==> src/rtl/garage_occupancy_display.sv <==
// rtl/garage_occupancy_display.sv - garage occupancy counter with BCD digit chain and 7-segment drive
//
// Purpose:
//   Counts cars from entry/exit sensor levels, saturating at 0 and CAPACITY.
//   A registered BCD digit chain is incremented/decremented alongside the
//   binary count, so no divide/modulo logic is needed for the display.
//
// Ports:
//   clk      in   system clock, rising edge
//   reset    in   asynchronous active-low reset
//   clear    in   synchronous clear of occupancy (wins over sensor events)
//   car_in   in   entry sensor level
//   car_out  in   exit sensor level
//   count    out  binary occupancy [CNT_W-1:0]
//   bcd      out  BCD digits, units in [3:0]
//   leds     out  segments abcdefg per digit, digit k in [7k+6:7k], active-high
//   full     out  count == CAPACITY
//   empty    out  count == 0
//   reject   out  one-cycle pulse on a refused entry or exit
//
// Build option:
//   GARAGE_BLANK_LEADING_ZERO_EN - blank leading zero digits (units never blanked)

module garage_occupancy_display #(
  parameter int CAPACITY = 40,
  parameter int DIGITS   = 2,
  parameter int CNT_W    = 6
) (
  input  logic                  clk,
  input  logic                  reset,
  input  logic                  clear,
  input  logic                  car_in,
  input  logic                  car_out,
  output logic [CNT_W-1:0]      count,
  output logic [4*DIGITS-1:0]   bcd,
  output logic [7*DIGITS-1:0]   leds,
  output logic                  full,
  output logic                  empty,
  output logic                  reject
);

  localparam logic [CNT_W-1:0] CAP_C = CNT_W'(CAPACITY);

  // Elaboration-time parameter sanity checks
  if (DIGITS < 1 || DIGITS > 4) begin : g_bad_digits
    $error("DIGITS must be in 1..4");
  end
  if (CAPACITY > (10 ** DIGITS) - 1) begin : g_bad_cap_dec
    $error("CAPACITY does not fit in DIGITS decimal digits");
  end
  if (CAPACITY >= (2 ** CNT_W)) begin : g_bad_cap_bin
    $error("CAPACITY does not fit in CNT_W bits");
  end

  // ------------------------------------------------------------------
  // State
  // ------------------------------------------------------------------
  logic [CNT_W-1:0]    count_q, count_d;
  logic [4*DIGITS-1:0] bcd_q, bcd_d;
  logic                in_q, out_q;
  logic                reject_q, reject_d;

  logic                ev_in, ev_out;

  assign ev_in  = car_in  & ~in_q;
  assign ev_out = car_out & ~out_q;

  always_ff @(posedge clk or negedge reset) begin
    if (!reset) begin
      count_q  <= '0;
      bcd_q    <= '0;
      in_q     <= 1'b0;
      out_q    <= 1'b0;
      reject_q <= 1'b0;
    end else begin
      count_q  <= count_d;
      bcd_q    <= bcd_d;
      in_q     <= car_in;
      out_q    <= car_out;
      reject_q <= reject_d;
    end
  end

  // ------------------------------------------------------------------
  // BCD chain +1 / -1; carry and borrow ripple through all digits in
  // one cycle. Saturation is handled by the caller, so the top digit
  // never actually wraps.
  // ------------------------------------------------------------------
  logic [4*DIGITS-1:0] bcd_inc, bcd_dec;
  logic                carry, borrow;

  always_comb begin
    bcd_inc = bcd_q;
    carry   = 1'b1;
    for (int k = 0; k < DIGITS; k++) begin
      if (carry) begin
        if (bcd_q[4*k +: 4] == 4'd9) begin
          bcd_inc[4*k +: 4] = 4'd0;
        end else begin
          bcd_inc[4*k +: 4] = bcd_q[4*k +: 4] + 4'd1;
          carry             = 1'b0;
        end
      end
    end
  end

  always_comb begin
    bcd_dec = bcd_q;
    borrow  = 1'b1;
    for (int k = 0; k < DIGITS; k++) begin
      if (borrow) begin
        if (bcd_q[4*k +: 4] == 4'd0) begin
          bcd_dec[4*k +: 4] = 4'd9;
        end else begin
          bcd_dec[4*k +: 4] = bcd_q[4*k +: 4] - 4'd1;
          borrow            = 1'b0;
        end
      end
    end
  end

  // ------------------------------------------------------------------
  // Next-state: clear > simultaneous events > entry > exit > hold
  // ------------------------------------------------------------------
  always_comb begin
    count_d  = count_q;
    bcd_d    = bcd_q;
    reject_d = 1'b0;
    if (clear) begin
      count_d = '0;
      bcd_d   = '0;
    end else if (ev_in && ev_out) begin
      // a car entering while another leaves: net zero
    end else if (ev_in) begin
      if (count_q < CAP_C) begin
        count_d = count_q + CNT_W'(1);
        bcd_d   = bcd_inc;
      end else begin
        reject_d = 1'b1;
      end
    end else if (ev_out) begin
      if (count_q != '0) begin
        count_d = count_q - CNT_W'(1);
        bcd_d   = bcd_dec;
      end else begin
        reject_d = 1'b1;
      end
    end
  end

  // ------------------------------------------------------------------
  // Display
  // ------------------------------------------------------------------
  function automatic logic [6:0] seg7(input logic [3:0] d);
    logic [6:0] s;
    case (d)
      4'd0:    s = 7'b1111110;
      4'd1:    s = 7'b0110000;
      4'd2:    s = 7'b1101101;
      4'd3:    s = 7'b1111001;
      4'd4:    s = 7'b0110011;
      4'd5:    s = 7'b1011011;
      4'd6:    s = 7'b1011111;
      4'd7:    s = 7'b1110000;
      4'd8:    s = 7'b1111111;
      4'd9:    s = 7'b1111011;
      default: s = 7'b0000000;
    endcase
    return s;
  endfunction

`ifdef GARAGE_BLANK_LEADING_ZERO_EN
  // Walk from the most significant digit down; a zero digit is blanked
  // while every digit above it is also zero. Units always shows.
  logic zero_above;

  always_comb begin
    leds       = '0;
    zero_above = 1'b1;
    for (int k = DIGITS - 1; k >= 0; k--) begin
      if (k != 0 && zero_above && bcd_q[4*k +: 4] == 4'd0) begin
        leds[7*k +: 7] = 7'b0000000;
      end else begin
        leds[7*k +: 7] = seg7(bcd_q[4*k +: 4]);
      end
      zero_above = zero_above && (bcd_q[4*k +: 4] == 4'd0);
    end
  end
`else
  always_comb begin
    leds = '0;
    for (int k = 0; k < DIGITS; k++) begin
      leds[7*k +: 7] = seg7(bcd_q[4*k +: 4]);
    end
  end
`endif

  assign count  = count_q;
  assign bcd    = bcd_q;
  assign full   = (count_q == CAP_C);
  assign empty  = (count_q == '0);
  assign reject = reject_q;

  // ------------------------------------------------------------------
  // The BCD chain must always mirror the binary count
  // ------------------------------------------------------------------
  function automatic int bcd_value(input logic [4*DIGITS-1:0] b);
    int v;
    v = 0;
    for (int k = DIGITS - 1; k >= 0; k--) begin
      v = v * 10 + int'(b[4*k +: 4]);
    end
    return v;
  endfunction

  a_bcd_matches_count: assert property (
    @(posedge clk) disable iff (!reset) bcd_value(bcd_q) == int'(count_q)
  );

endmodule

==> config.mk <==
export PLATFORM = sky130hd
export DESIGN_NAME = garage_occupancy_display
export DESIGN_NICKNAME = d
export VERILOG_FILES = /design/src/rtl/garage_occupancy_display.sv
export SDC_FILE = /design/constraint.sdc
export NUM_CORES = 1
export LEC_CHECK = 0
export CORE_UTILIZATION = 45
export DETAILED_ROUTE_END_ITERATION = 16
export PLACE_DENSITY = 0.73
export SYNTH_ARGS = -nofsm -noshare
export SYNTH_HDL_FRONTEND = slang
export SYNTH_SLANG_ARGS = --single-unit
==> constraint.sdc <==
create_clock -name clk -period 2.77 [get_ports clk]
set_clock_uncertainty 0.1 [all_clocks]
set_input_delay 0.554 -clock clk [delete_from_list [all_inputs] [get_ports clk]]
set_output_delay 0.554 -clock clk [all_outputs]
set_load 0.02 [all_outputs]
==> results.json, run 1 <==
{
  "status": "complete, no violations",
  "path_cells": "or4_1 -> or3_4 -> inv_1 -> clkdlybuf4s15_1",
  "io_buffers": 35,
  "synth_top_cell_by_area": "dfrtp_1",
  "worstReg2RegStart": "bcd[0]$_DFFE_PN0P_",
  "yosys.area.top_type_share_pct": 26.6,
  "cts_buffer_depth": 2,
  "dp_hpwl_um": 3030,
  "detail-route-antenna-nets": 0,
  "max_stage_delay_ps": 560,
  "synthFlopType": "dfrtp_1",
  "p_per_area_mw_per_mm2": 767,
  "cp.arrival_ps": 2030,
  "wl_um": 4080,
  "fin_cells": 299,
  "p_total_uw": 1660,
  "htreeDepth": 1,
  "clk_latency_ps": 290,
  "synth_edf_count": 0,
  "ir_worst_vdd_mv": 0.347,
  "clkSlewWorstSetupHoldPaths_ps": 100,
  "hold_slack_ps": 534,
  "synth_area_mm2": 0.00160,
  "critPathMaxFanout": 4,
  "overflow": 0,
  "first_pass_iters": 4,
  "required_ps": 2120,
  "maxSlewViolCount": 0,
  "cts_made_buffers": 3,
  "slew_headroom_pct": 44.9,
  "die_y_um": 61.6,
  "syn_inst": 203,
  "drc": 0,
  "fillCellCount": 317,
  "whs_endpoint": "count[5]$_DFFE_PN0P_",
  "critPathSlowestCell": "or4_1",
  "cts.sinks": 17,
  "report.final.hold_viol_count": 0,
  "fin_util_pct": 64.4,
  "yosysMostFrequentCell": "nor2_1",
  "cts_hold_buf": 0,
  "syn_nets": 228,
  "place.gp.congestion": 0.858,
  "min_from": "count[5]$_DFFE_PN0P_",
  "synth_cell_type_count": 45,
  "die_w_um": 61.6,
  "synth_seq_area_share_pct": 26.6,
  "rr_endpoint": "bcd[4]$_DFFE_PN0P_",
  "wire_per_inst_um": 13.7,
  "cts_setup_buffers": 0,
  "finalCritPeriodShare_pct": 96.8,
  "syn2layout_area_growth_pct": 35.4,
  "dr.first_iter.drc_count": 51,
  "cts-root-buf": "clkbuf_4",
  "r2r_setup_slack_ps": 520,
  "drive_gt1_share_pct": 14.2,
  "grt_pass1_wl_um": 6310,
  "multi_input_area_mm2": 0.00108,
  "row_count": 21,
  "grt_pass1_vias": 1406,
  "pre_cts_slack_ps": -77.4,
  "grt_max_degree": 20,
  "reg2reg_depth": 7,
  "hold_class": "reg2reg",
  "rsz0062_at_grt": "no",
  "setup_viol": 0,
  "syn_area_per_cell_um2": 7.88,
  "num_io_pins": 36,
  "start_util_pct": 47.5,
  "worstSetupPathType": "reg2out",
  "vias": 1628,
  "cts_tree": "done",
  "final_nets": 279,
  "yosysWarnings": 0,
  "tightestPinTransition_ps": 824,
  "dp_cells": 295,
  "drv_cap": 0,
  "fin_crit_ps": 2680,
  "antenna_found_initial": 0,
  "synthTopCellsByArea": "dfrtp_1 (27%), ha_1 (16%), a21oi_1 (6.9%)",
  "min_path_cells": 2,
  "max_freq_ghz": 0.373,
  "synth.ff_latch_count": 17,
  "die_area_mm2": 0.00380,
  "coreArea_mm2": 0.00336,
  "async_flop_share_pct": 100,
  "synth_common_cells": "nor2_1 (29), a21oi_1 (22), ha_1 (20), o21ai_0 (20), dfrtp_1 (17)",
  "p_leak_uw": 0.000958,
  "viasPerCell": 5.44,
  "layout_setup_ws_ps": 87.3,
  "register_area_um2": 427,
  "antenna_cells": 0,
  "crit_path_start_kind": "flip-flop",
  "grtUsageTotal_pct": 22.5,
  "end_kind": "output port"
}
report_power, final:
part	leakage (µW)	internal [µW]	switching (µW)	total, µW
Combinational	0.000720	534	644	1180
Sequential	0.000223	293	53.4	347
Clock	0.0000150	56.0	79.1	135
metal layers:
layer  part of all wire [%]  vias to the layer above  global-route usage (%)  wire (µm)
li1                       -                      822                       -          -
met1                     46                      759                    29.7       1880
met2                     48                       45                    38.7       1950
met3                    5.4                        2                    2.31        219
met4                   0.64                        0                    6.98         26
met5                      0                        -                       0          0
cell type report:
class	count	area share, %
multi-input cells	164	50.1
repair buffers	57	24.2
flip-flops and latches	17	19.7
well taps	46	2.66
inverters	11	2.08
clock buffers	4	1.21
per-stage QoR:
stage          cell area [µm²]  setup TNS, ps
6_report                  2160              0
5_1_grt                   2160              0
4_1_cts                   2150              0
3_5_place_dp              2120           -175
3_3_place_gp              2120              0
2_1_floorplan             1600              0
worst max-delay path: cells and delay by family (launching register included):
kind / cells / cell delay [ps]
AND/OR/NAND/NOR: 2 / 950
buffers and inverters: 2 / 400
flip-flops: 1 / 390
state kept, by name (all words and copies together), names as in the netlist:
name / count
bcd: 8
count: 6
in_q: 1
out_q: 1
reject: 1
kinds of logic after synthesis:
family	synth area share, %
DFF	26.6
AOI/OAI and AO/OA	26.4
buffers and inverters	5.71
adders and majority gates	15.6
xor gates and xnor gates	3.83
and+or+nand+nor	19.9
muxes	1.88
layout by cell type, fill, tap and decap left out, types with 5 or more instances in the layout:
cell type	count
buf_4	22
nor2_1	29
ha_1	19
o21ai_0	20
dfrtp_1	16
a21oi_1	22
inv_1	10
nand3_1	5
clkdlybuf4s50_1	29
nand2_1	15
how the worst max path moves through the flow:
stage | startpoint | to | cells past startpoint
3_5_place_dp | car_in | bcd[4]$_DFFE_PN0P_ | 9
3_3_place_gp | car_in | count[5]$_DFFE_PN0P_ | 10
5_1_grt | bcd[5]$_DFFE_PN0P_ | leds[13] | 6
6_report | count[1]$_DFFE_PN0P_ | empty | 4
2_1_floorplan | car_in | count[5]$_DFFE_PN0P_ | 11
4_1_cts | bcd[0]$_DFFE_PN0P_ | leds[1] | 7
timing repair:
item | 4_1_cts | 5_1_grt
resized for setup | 3 | 7
hold endpoints to repair | 0 | 0
endpoints found under the setup margin | 3 | 6
gates cloned | 0 | 0
Note: power is estimated with default switching activity, not from simulation.
==> run 2, diff against run 1 <==
- CORE_MARGIN: default -> 2
==> results.json, run 2 (synthesis gave the netlist of run 1 again) <==
{
  "row_count": 21,
  "fin_tns_setup_ps": 0,
  "place.gp.congestion": 0.829,
  "fin_cells": 299,
  "report.final.hold_viol_count": 0,
  "clkSlewWorstSetupHoldPaths_ps": 110,
  "grt_pass1_wl_um": 6390,
  "vias": 1651,
  "final_nets": 279,
  "worstSetupPathType": "reg2out",
  "dp_hpwl_um": 2950,
  "clk_latency_ps": 300,
  "wire_per_inst_um": 13.1,
  "largest_register_ffs": 8,
  "antenna_cells": 0,
  "placed_area_mm2": 0.00212,
  "wl_um": 3930,
  "drive_gt1_share_pct": 14.2,
  "grt_max_degree": 20,
  "io_buffers": 35,
  "num_io_pins": 36,
  "tightestPinTransition_ps": 777,
  "fin_crit_ps": 2660,
  "viasPerCell": 5.52,
  "dp_cells": 295,
  "cts_buffer_depth": 2,
  "die_w_um": 63.6,
  "cts_made_buffers": 3,
  "final_area_mm2": 0.00216,
  "first_pass_iters": 4,
  "grt_pass1_vias": 1374,
  "p_per_area_mw_per_mm2": 770,
  "cts.sinks": 17,
  "cts-root-buf": "clkbuf_4",
  "rsz0062_at_grt": "no",
  "crit_path_start_kind": "flip-flop",
  "hold_class": "reg2reg",
  "max_freq_ghz": 0.376,
  "cts_tree": "done",
  "coreArea_mm2": 0.00336,
  "drc": 0,
  "die_y_um": 63.6,
  "slew_headroom_pct": 48.1,
  "maxSlewViolCount": 0,
  "p_leak_uw": 0.000962,
  "dr.first_iter.drc_count": 57,
  "finalCritPeriodShare_pct": 96.0,
  "overflow": 0,
  "hold_slack_ps": 505,
  "cp.arrival_ps": 2000,
  "setup_viol": 0,
  "p_total_uw": 1660,
  "fillCellCount": 322,
  "syn2layout_area_growth_pct": 35.1,
  "ir_worst_vdd_mv": 0.428,
  "final_cell_mix": "nor2_1 (29), clkdlybuf4s50_1 (28), a21oi_1 (22), buf_4 (22)",
  "status": "complete, no violations",
  "end_kind": "output port",
  "die_area_mm2": 0.00405,
  "htreeDepth": 1,
  "final_common_cell": "nor2_1",
  "drv_cap": 0,
  "detail-route-antenna-nets": 0,
  "antenna_found_initial": 0,
  "grtUsageTotal_pct": 19.5,
  "critPathMaxFanout": 4,
  "cts_setup_buffers": 0,
  "required_ps": 2120,
  "start_util_pct": 47.5
}
## run 2: cell types whose count changed in the layout (fill, tap and decap cells not counted), sizes merged
cell and change:
clkdlybuf4s50 -1, clkinvlp -1, clkbuf -1, clkinv +2
clkdlybuf4s15 -1, dlygate4sd2 +2
## run 2: power by group
part	leakage (µW)	internal, µW	switching [µW]
Combinational	0.000721	532	640
Sequential	0.000223	294	57.2
Clock	0.0000177	53.8	85.3
Total	0.000962	879	782
## run 2: worst max-delay path, stage by stage (launching register included)
cell	delay, ps
dfrtp_1	440
or4_1	510
or3_4	350
inv_1	80
dlygate4sd2_1	330
## run 2: layer usage
| metal | global-route usage, % | vias to the layer above | wire (µm) |
|---|---|---|---|
| met5 | 0 | - | 0 |
| met4 | 2.45 | 0 | 10 |
| met3 | 3.93 | 2 | 192 |
| met2 | 32.6 | 52 | 1830 |
| met1 | 26.5 | 778 | 1900 |
| li1 | - | 819 | - |
## run 2: worst paths after layout
kind | depth (start not counted) | slack (ps) | from | end
worst min-delay path | 2 | 500 | count[2]$_DFFE_PN0P_ | count[2]$_DFFE_PN0P_
min in group asynchronous | 1 | 600 | reset | reject$_DFF_PN0_
worst max-delay path | 4 | 110 | count[2]$_DFFE_PN0P_ | empty
worst min register to register | 2 | 500 | count[2]$_DFFE_PN0P_ | count[2]$_DFFE_PN0P_
worst max register to register | 8 | 460 | count[2]$_DFFE_PN0P_ | bcd[3]$_DFFE_PN0P_
max in group asynchronous | 1 | 1440 | reset | bcd[7]$_DFFE_PN0P_
## run 2: per-stage QoR
| step | setup slack, ps | util, % |
|---|---|---|
| final | 111 | 64.2 |
| after detailed placement | 8.50 | 63.1 |
| after floorplan | 58.5 | - |
| after global routing | 12.4 | 64.2 |
| after global placement | 43.4 | 63.1 |
| after CTS | 53.7 | 63.9 |
## run 2: cell type report
type                            count  area, µm²  area share (%)
Multi-Input combinational cell    164       1080            50.2
Timing Repair Buffer               57        522            24.2
Sequential cell                    17        427            19.8
Tap cell                           46       57.6            2.67
Inverter                           11       41.3            1.91
Clock buffer                        3       22.5            1.04
Clock inverter                      1       5.00           0.232
## run 2: what timing repair did
action,CTS,global route
resized for setup,4,6
hold buffers,0,0
endpoints found under the setup margin,4,7
==> run 3, diff against run 2 <==
- clock period: 2.77 -> 3.45 ns (I/O delays scaled with it)
==> results.json, run 3 (synthesis gave the netlist of run 1 again) <==
{
  "viasPerCell": 5.49,
  "detail-route-antenna-nets": 0,
  "path_delay_family": "buffers and inverters",
  "min_from": "count[2]$_DFFE_PN0P_",
  "coreArea_mm2": 0.00336,
  "max_stage_delay_ps": 630,
  "fin_tns_setup_ps": 0,
  "p_total_uw": 1290,
  "ir_worst_vdd_mv": 0.329,
  "cts_made_buffers": 3,
  "critPathSlowestCell": "clkdlybuf4s50_1",
  "largest_register_ffs": 8,
  "finalCritPeriodShare_pct": 93.3,
  "drive_gt1_share_pct": 7.23,
  "die_y_um": 63.6,
  "dr.first_iter.drc_count": 42,
  "crit_path_start_kind": "flip-flop",
  "final_common_cell": "clkdlybuf4s50_1",
  "dp_cells": 277,
  "cts_hold_buf": 0,
  "worstReg2RegStart": "bcd[0]$_DFFE_PN0P_",
  "drc": 0,
  "die_w_um": 63.6,
  "final_cell_mix": "clkdlybuf4s50_1 (35), nor2_1 (29), a21oi_1 (22)",
  "critical_path_cell_count": 7,
  "p_leak_uw": 0.000841,
  "clkSlewWorstSetupHoldPaths_ps": 100,
  "fillCellCount": 337,
  "grt_pass1_vias": 1384,
  "fin_crit_ps": 3220,
  "r2r_setup_slack_ps": 810,
  "cpMostUsedCell": "nor2_1",
  "cp.arrival_ps": 2430,
  "path_cells": "inv_2 -> ha_1 -> inv_1 -> nor2_1 -> nor2_1 -> o21ai_0 -> clkdlybuf4s50_1",
  "clk_latency_ps": 290,
  "grtUsageTotal_pct": 19.7,
  "wl_um": 3820,
  "pre_cts_slack_ps": 355,
  "maxSlewViolCount": 0,
  "start_util_pct": 47.5,
  "drv_cap": 0,
  "antenna_found_initial": 0,
  "rsz0062_at_grt": "no",
  "multi_input_area_mm2": 0.00108,
  "slew_headroom_pct": 47.8,
  "antenna_cells": 0,
  "worstSetupPathType": "reg2out",
  "overflow": 0,
  "setup_viol": 0,
  "wire_per_inst_um": 13.6,
  "cts-root-buf": "clkbuf_4",
  "htreeDepth": 1,
  "max_freq_ghz": 0.311,
  "cts_buffer_depth": 2,
  "status": "complete, no violations",
  "cts.sinks": 17,
  "first_pass_iters": 4,
  "layout_setup_ws_ps": 232,
  "register_area_um2": 425,
  "min_path_cells": 2,
  "whs_endpoint": "count[2]$_DFFE_PN0P_",
  "final_nets": 261,
  "fin_cells": 281,
  "cts_tree": "done",
  "critPathMaxFanout": 9,
  "rr_endpoint": "bcd[4]$_DFFE_PN0P_",
  "dp_hpwl_um": 2740,
  "crit_buf_inv": 3,
  "grt_max_degree": 20,
  "syn2layout_area_growth_pct": 25.9,
  "vias": 1542,
  "num_io_pins": 36,
  "tightestPinTransition_ps": 780,
  "required_ps": 2660,
  "die_area_mm2": 0.00405,
  "place.gp.congestion": 0.852,
  "row_count": 21,
  "end_kind": "output port",
  "grt_pass1_wl_um": 6490,
  "reg2reg_depth": 7,
  "p_per_area_mw_per_mm2": 640,
  "report.final.hold_viol_count": 0,
  "io_buffers": 35,
  "hold_class": "reg2reg"
}
==> run 3: final cells by class <==
class | count | share of cell area (%)
flip-flops and latches | 17 | 21.1
inverters | 11 | 2.05
repair buffers | 39 | 18.9
multi-input cells | 164 | 53.8
well taps | 46 | 2.86
clock buffers | 4 | 1.31
==> run 3: worst register-to-register path: cells and delay by family (launching register included) <==
kind | cells | cell delay (ps)
compound gates | 3 | 1000
fa+ha+maj | 1 | 260
buf+inv | 2 | 300
flops | 1 | 520
simple gates | 1 | 370
==> run 3: how the worst max path moves through the flow <==
stage	end	slack [ps]	startpoint
after floorplan	count[5]$_DFFE_PN0P_	600	car_in
after global placement	count[5]$_DFFE_PN0P_	430	car_in
after detailed placement	count[5]$_DFFE_PN0P_	350	car_in
after CTS	leds[1]	120	bcd[0]$_DFFE_PN0P_
after global routing	leds[1]	30	bcd[0]$_DFFE_PN0P_
final	leds[1]	230	bcd[0]$_DFFE_PN0P_
==> run 3: stage by stage <==
step,hold slack (ps),area [µm²],util (%)
floorplan,294,1600,-
global placement,473,1990,59.1
detailed placement,473,1990,59.1
CTS,501,2010,59.9
global route,531,2010,59.9
finish,502,2010,59.9
==> run 3: power breakdown <==
part	leakage [µW]	internal, µW	total [µW]	switching (µW)
sequential	0.000225	235	319	84.0
clock	0.0000150	45.0	108	63.1
combinational	0.000601	395	860	465
total	0.000841	675	1290	612
==> run 3: what timing repair did <==
action / 4_1_cts / 5_1_grt
setup buffers: 0 / 0
endpoints found under the setup margin: 0 / 2
resized for setup: 0 / 2
==> run 3: layer usage <==
layer	up-vias	GRT usage [%]	wire (µm)
met2	31	32.0	1780
met3	2	4.11	159
met5	-	0	0
met1	723	27.2	1870
met4	0	3.53	17
li1	786	-	-
